$ cat src/rtl/round_ctrl.sv
// Round sequencer for the 24 game: captures a puzzle index, pulses load, runs the round countdown and keeps score.
// Optional countdown enabled by defining ROUND_TIMER_EN; without it secs_left and timeout are tied to 0.
module round_ctrl #(
  parameter int TICKS_PER_SEC = 100_000_000,
  parameter int ROUND_SECS    = 60
) (
  input  logic       clk,
  input  logic       rst,
  input  logic       start,
  input  logic       restart,
  input  logic       solved,
  input  logic [3:0] index_in,
  output logic       rand_enable,
  output logic [3:0] index_q,
  output logic       load,
  output logic       round_active,
  output logic [6:0] secs_left,
  output logic [7:0] score,
  output logic       timeout,
  output logic [1:0] state
);

  typedef enum logic [1:0] {IDLE = 2'd0, LOAD = 2'd1, PLAY = 2'd2, OVER = 2'd3} state_t;

  state_t st;
  logic   first_cap;
  logic   expire;

  if (TICKS_PER_SEC < 2 || ROUND_SECS < 1 || ROUND_SECS > 127) begin : g_bad_cfg
    $error("round_ctrl: TICKS_PER_SEC must be >= 2 and ROUND_SECS in 1..127");
  end

  // Avoid showing the same puzzle twice in a row, except on the first pick of a session.
  function automatic logic [3:0] pick_index(input logic [3:0] cand, input logic [3:0] cur,
                                            input logic first);
    if (!first && cand == cur) return cand + 4'd1;
    return cand;
  endfunction

  function automatic logic [7:0] sat_inc(input logic [7:0] s);
    return (s == 8'hFF) ? s : s + 8'd1;
  endfunction

  assign state        = st;
  assign rand_enable  = (st != LOAD);
  assign round_active = (st == PLAY);

`ifdef ROUND_TIMER_EN
  localparam int PW = $clog2(TICKS_PER_SEC);

  logic [PW-1:0] prescaler;
  logic [6:0]    secs_r;
  logic          tick;

  assign tick      = (st == PLAY) && (prescaler == PW'(TICKS_PER_SEC - 1));
  assign expire    = tick && (secs_r == 7'd1);
  assign secs_left = secs_r;

  always_ff @(posedge clk or negedge rst) begin
    if (!rst) begin
      prescaler <= '0;
      secs_r    <= '0;
    end else if (restart) begin
      prescaler <= '0;
      secs_r    <= '0;
    end else if (st == LOAD) begin
      prescaler <= '0;
      secs_r    <= 7'(ROUND_SECS);
    end else if (st == PLAY) begin
      if (tick) begin
        prescaler <= '0;
        if (secs_r != 7'd0) secs_r <= secs_r - 7'd1;
      end else begin
        prescaler <= prescaler + 1'b1;
      end
    end
  end
`else
  assign expire    = 1'b0;
  assign secs_left = 7'd0;
`endif

  // Round FSM; load and timeout are single-cycle registered pulses.
  always_ff @(posedge clk or negedge rst) begin
    if (!rst) begin
      st        <= IDLE;
      index_q   <= 4'd0;
      first_cap <= 1'b1;
      load      <= 1'b0;
      timeout   <= 1'b0;
      score     <= 8'd0;
    end else begin
      load    <= 1'b0;
      timeout <= 1'b0;
      if (restart) begin
        st        <= IDLE;
        score     <= 8'd0;
        first_cap <= 1'b1;
      end else begin
        case (st)
          IDLE: if (start) begin
            index_q   <= pick_index(index_in, index_q, first_cap);
            first_cap <= 1'b0;
            score     <= 8'd0;
            load      <= 1'b1;
            st        <= LOAD;
          end
          LOAD: st <= PLAY;
          PLAY: if (solved || start) begin
            index_q   <= pick_index(index_in, index_q, first_cap);
            first_cap <= 1'b0;
            if (solved) score <= sat_inc(score);
            load      <= 1'b1;
            st        <= LOAD;
          end else if (expire) begin
            timeout <= 1'b1;
            st      <= OVER;
          end
          OVER: if (start) begin
            index_q   <= pick_index(index_in, index_q, first_cap);
            first_cap <= 1'b0;
            score     <= 8'd0;
            load      <= 1'b1;
            st        <= LOAD;
          end
          default: st <= IDLE;
        endcase
      end
    end
  end

endmodule
$ cat config.mk
export PLATFORM = sky130hd
export DESIGN_NAME = round_ctrl
export DESIGN_NICKNAME = d
export VERILOG_FILES = /design/src/rtl/round_ctrl.sv
export SDC_FILE = /design/constraint.sdc
export NUM_CORES = 1
export LEC_CHECK = 0
export CAP_MARGIN = 30
export CORE_MARGIN = 3
export CORE_UTILIZATION = 40
export CTS_CLUSTER_DIAMETER = 150
export DETAILED_ROUTE_END_ITERATION = 8
export PLACE_DENSITY = 0.7
export SYNTH_ARGS = -nofsm -noshare
export SYNTH_HDL_FRONTEND = slang
export SYNTH_SLANG_ARGS = --single-unit
$ cat constraint.sdc
create_clock -name clk -period 4 [get_ports clk]
set_input_delay 0.8 -clock clk [delete_from_list [all_inputs] [get_ports clk]]
set_output_delay 0.8 -clock clk [all_outputs]
set_load 0.01 [all_outputs]
==> results by group <==
Layout
  • Ratio of cells with drive above 1 in the final layout: 7.792%
  • Commonest non-fill, non-tap cell in the layout: sky130_fd_sc_hd__clkdlybuf4s50_1
  • Commonest cells after routing, fill and taps aside: sky130_fd_sc_hd__clkdlybuf4s50_1 (25), sky130_fd_sc_hd__dfrtp_1 (15), sky130_fd_sc_hd__inv_1 (9), sky130_fd_sc_hd__a21oi_1 (9), sky130_fd_sc_hd__nand2_1 (9)
  • Layout overhead on the synthesized area: 24.50%
  • Post-route core utilization: 54.49%
  • Number of antenna repair diodes: 0
  • Final net count: 171

Place
  • Global placement routability congestion: 0.7545
  • Port Buffer Count: 25
  • HPWL after detailed placement: 1943 um

Setup path
  • Critical Path, Cell by Cell: inv_1 > ha_1 > clkdlybuf4s50_1
  • Critical Path Start: state[0]
  • Setup crit start kind: flop
  • CP Buf/Inv Count: 2
  • Max FO, Critical Path: 11
  • Capture point of the worst reg-to-reg path: score[7]
  • Length in cells of the worst reg-to-reg path: 5
  • Endpoint required time on the critical path: 3.20 ns
  • End point of the critical path: round_active
  • Critical path arrival: 1.84 ns
  • Slowest stage delay, CP: 0.62 ns
  • Cell with the largest stage delay on the worst path: sky130_fd_sc_hd__clkdlybuf4s50_1
  • Stages on worst setup path: 3
  • Critical R2R Launch: state[0]
  • Crit end category: primary output
  • Type of the setup path with the least slack: flop to primary output
  • Minimum setup slack among reg-to-reg paths: 1.89 ns
  • Cell type group with the largest total delay on the critical path: buffers and inverters

Die
  • Die width: 59.24 um
  • I/O pin count: 34
  • Standard-cell row count: 18
  • Placeable core region: 0.002590 sq mm
  • Initial core utilization: 43.77%
  • Area of the die: 0.003509 sq mm
  • DIE HEIGHT: 59.24 um

Route
  • Initial detailed-routing violation count: 28
  • Via count: 1041
  • Post-detailed-route via-to-cell ratio: 5.658
  • Wire length on met3: 143 um
  • Met2 routed wirelength: 1215 um
  • DRT antenna net count: 0
  • Highest signal layer in the routed design: met4
  • Router iterations before antenna repair: 4
  • Wire length on met1: 1215 um
  • Final wirelength: 2591 um
  • Average wire length per cell after detail routing: 14.08 um
  • DRC errors left: 0

Yosys
  • Unique masters post-synth: 41
  • Synthesized instance count: 129
  • EDFF count, synth: 0
  • Total of flip-flops plus latches after synthesis: 16
  • Proportion of synthesized flip-flops having asynchronous set or reset: 100.0%
  • Cell area after synthesis: 0.001134 sq mm
  • Yosys warning total: 0
  • Share of synthesized area occupied by flip-flops and latches: 35.43%
  • Syn_area_per_cell: 8.787 sq um
  • Ys flop type: sky130_fd_sc_hd__dfrtp_1

Power
  • Power density normalized to cell area: 359.2 mW/mm^2
  • Static leakage power: 0.5455 nW
  • Maximum resistive drop on vdd: 0.2604 mV

Timing
  • RSZ-0062 raised after global routing: no
  • Pins Over Slew Limit: 0
  • Post-layout min period: 2.645 ns
  • Setup Total Neg Slack: 0 ns
  • Achievable Freq: 378.1 MHz
  • Worst clock skew: 0.01451 ns
  • Final hold violation count: 0
  • Fraction of the cycle the final worst path needs: 66.12%
  • Rel. slew slack: 51.98%
  • Final setup violation count: 0
  • Measured slew at the worst slew-check pin: 0.7181 ns

Clocking
  • TritonCTS clock tree: yes
  • Maximum clock insertion buffer count: 2
  • Level count of the clock H-tree: 1
  • CTS Hold Buffers Added: 0
  • Post-CTS setup buffer count: 0
  • Clock buffer count from CTS: 3
  • Root Buffer: sky130_fd_sc_hd__clkbuf_4
  • Skew-Pair Late Insertion Delay: 0.30 ns
  • Sink Count: 16
  • Number of resized instances in the post-cts repair step: 0
  • Clk pin slew, worst setup/hold paths: 0.11 ns

Status
  • Outcome: finished, final reports clean

GRT
  • Global-route wire length before repair: 4388 um
  • Vias in the first global route: 989
  • Initial antenna violation count: 0
  • Pin count of the biggest net entering global routing: 17
  • GRT Overall Usage: 16.13%
  • Residual overflow from global routing: 0

Hold path
  • Worst min-delay path category: flop to flop

Job
  • Max-cap viol count: 0
## report_power, final
part | switching [mW] | leakage, nW | internal (mW)
sequential | 0.0224 | 0.206 | 0.184
combinational | 0.100 | 0.319 | 0.0877
clock | 0.0570 | 0.0210 | 0.0555
total | 0.180 | 0.545 | 0.327
## cell usage after synthesis, types with 2 or more instances
cell | number | share of area, %
sky130_fd_sc_hd__nand4_1 | 6 | 3.3
sky130_fd_sc_hd__or4_1 | 3 | 2.0
sky130_fd_sc_hd__o2111ai_1 | 2 | 1.5
sky130_fd_sc_hd__or3_2 | 2 | 1.3
sky130_fd_sc_hd__dfrtp_1 | 15 | 33
sky130_fd_sc_hd__ha_1 | 7 | 7.7
sky130_fd_sc_hd__nand3_1 | 4 | 1.8
sky130_fd_sc_hd__or3_1 | 3 | 1.7
sky130_fd_sc_hd__nand2_1 | 9 | 3.0
sky130_fd_sc_hd__o21ai_0 | 6 | 2.6
sky130_fd_sc_hd__or2_2 | 3 | 1.7
sky130_fd_sc_hd__nor2_1 | 3 | 0.99
sky130_fd_sc_hd__buf_4 | 8 | 5.3
sky130_fd_sc_hd__o31ai_1 | 2 | 1.3
sky130_fd_sc_hd__o211ai_1 | 5 | 3.3
sky130_fd_sc_hd__a31oi_1 | 4 | 2.2
sky130_fd_sc_hd__a21oi_1 | 9 | 4.0
sky130_fd_sc_hd__clkbuf_1 | 2 | 0.66
sky130_fd_sc_hd__nand2b_1 | 3 | 1.7
sky130_fd_sc_hd__inv_1 | 9 | 3.0
sky130_fd_sc_hd__nor2b_1 | 4 | 2.2
## worst min-delay path by stage
stage / start / end / slack (ns) / cells after the start
2_1_floorplan: first_cap / first_cap / 0.46 / 2
6_report: first_cap / first_cap / 0.52 / 2
5_1_grt: first_cap / first_cap / 0.55 / 2
4_1_cts: first_cap / first_cap / 0.52 / 2
3_5_place_dp: first_cap / first_cap / 0.49 / 2
3_3_place_gp: first_cap / first_cap / 0.48 / 2
## metal layers
metal  vias up  GRT usage [%]
met3         4          4.357
met5         -              0
met1       493          21.46
met2        33          25.74
li1        511              -
met4         0          4.207
## registers in the layout, summed over array words and instances (netlist names)
| register | count |
|---|---|
| score | 8 |
| index_q | 4 |
| state | 2 |
| first_cap | 1 |
| load | 1 |
## layout make-up
type | count | area (sq um)
flip-flops and latches | 16 | 401.6
inverters | 9 | 33.78
well taps | 30 | 37.54
fillers | 261 | 1179
multi-input cells | 100 | 651.9
repair buffers | 25 | 250.2
clock buffers | 4 | 36.28
## cell families (layout without fill, tap and decap cells)
kind of cell	after synthesis	count (layout)	synth area share, %
adder cells (fa/ha/maj)	7	7	7.726
flip-flops	16	16	35.43
AO/OA/AOI/OAI	38	38	22.19
AND/OR/NAND/NOR	44	44	22.30
multiplexers	2	2	1.876
XOR/XNOR	1	1	0.7728
other	1	8	0.3308
buffers and inverters	20	38	9.382
## tightest hold or removal path: stages, from the launching register on
cell	delay, ns
sky130_fd_sc_hd__dfstp_2	0.40
sky130_fd_sc_hd__o21ai_0	0.07
sky130_fd_sc_hd__nand2_1	0.06
## metrics by stage
stage	cell area, sq um	std cells	power [mW]	setup WS [ns]	hold WS [ns]
after floorplan	1160	136	0.3169	2.034	0.4579
after global placement	1375	180	0.3927	1.453	0.4844
after detailed placement	1375	180	0.3966	1.391	0.4880
after CTS	1411	184	0.5106	1.337	0.5242
after global routing	1411	184	0.5393	1.251	0.5465
final	1411	184	0.5070	1.355	0.5203
(Power assumes the default switching activity.)
==> patch (same settings) <==
The option `ROUND_TIMER_EN` is turned on by a define.
--- a/src/rtl/round_ctrl.sv
+++ b/src/rtl/round_ctrl.sv
@@ -2,2 +2,4 @@
 // Optional countdown enabled by defining ROUND_TIMER_EN; without it secs_left and timeout are tied to 0.
+`define ROUND_TIMER_EN
+
 module round_ctrl #(
Check against the original RTL: not equivalent (Yosys sat finds a counterexample within 4 cycles, from zero or initial values and one cycle with rst low).
==> patch against the original RTL <==
First-iteration DRC count grew to 6.2 times the old value; wire length grew 140%; total power increased to 3.0 times the old value; design area up 140%; setup slack worse by 0.17 ns; sequential cell count grew 35; non-clock buffer count up 9; synthesized area grew to 2.5 times the old value.
==> patch: results <==
set metrics [dict create \
    status "finished clean" \
    cts_max_level 2 \
    synth.yosys.seq_area_share 0.444 \
    synthTopCellsByArea "dfrtp_1 (43%), xnor2_1 (6.1%), nor2_1 (6.0%), ha_1 (4.3%), xor2_1 (2.7%)" \
    drt_iter0_markers 174 \
    wl_met2_mm 2.78 \
    met3_usage 0.0283 \
    wl_per_cell_um 14.0 \
    layout.nonclk_buf_frac 0.0972 \
    n_all_buffers 34 \
    seq_area_frac 0.373 \
    fillers 625 \
    fin_nets 367 \
    largest-register "prescaler" \
    cp.arrival_ns 2.02 \
    dp_cells 437 \
    synth_commonest_cells "dfrtp_1 (50), nor2_1 (46), xnor2_1 (20)" \
    dpl.hpwl_mm 4.43 \
    viasPerCell 5.40 \
    r2r_cells 6 \
    grt_max_degree 49 \
    cts-buffers-inserted 5 \
    finalHoldWorstSlack_ns 0.266 \
    placed_cell_area_um2 3290 \
    tightest_slew_ns 0.816 \
    instances_no_fill 445 \
    grt_pass1_vias 2297 \
    drive_gt1_frac 0.0458 \
    final_area_um2 3420 \
    r2r_end "prescaler[23]" \
    multi_input_area_share 0.437 \
    sequential_cell_total 51 \
    clock_skew_ns 0.00982 \
    finalCriticalPeriod_ns 2.82 \
    reg2reg_setup_slack_ns 1.24 \
    rows 30 \
    cts_root_buf "clkbuf_8" \
    netlist_instances 318 \
    worstHoldPathType "in2async" \
    finalWeightedCongestion 0.856 \
    portBuffers 33 \
    firstDrtPassIters 4 \
    largest_register_ffs 27 \
    track_usage 0.162 \
    place_ws_ns 0.934 \
    vdd_ir_drop_max_v 0.000216 \
    grt_pass1_wl_mm 11.1 \
    cp_max_fo 16 \
    clk_pin_slew_ns 0.10 \
    met2_usage 0.244 \
    grt_util_met1 0.239 \
    clkbuf_count 6 \
    wl_met3_um 261 \
    wl_met1_mm 3.11 \
    nMultiInputCombCells 239 \
    leakage_nw 1.39 \
    clkCellAreaFrac 0.0387 \
]
## patch: changes by cell type in the layout (fill, tap and decap cells not counted), sizes merged, moves of 8 or more
cell	unedited run	this run
nor3	0	10
nand3	4	15
nor4	0	13
xor2	0	9
nand2	9	18
o21ai	6	14
and3	0	8
dfrtp	15	50
nor2	3	46
inv	9	17
conb	8	0
xnor2	1	20
## patch: critical path: stages, from the launching register on
cell and delay [ns]:
dfrtp_1 0.43, inv_1 0.11, ha_1 0.51, clkdlybuf4s50_1 0.65
## patch: cell families after synthesis
logic type / share of synthesized area
AOI/OAI and AO/OA: 0.0956
xor gates and xnor gates: 0.0882
adders and majority gates: 0.0434
buffers and inverters: 0.0369
DFF: 0.444
muxes: 0.0109
and+or+nand+nor: 0.281
## patch: report_power, final
part | switching, W | internal, W
logic | 0.000269 | 0.000222
clock network | 0.000175 | 0.000250
registers | 0.0000575 | 0.000571
total | 0.000502 | 0.00104
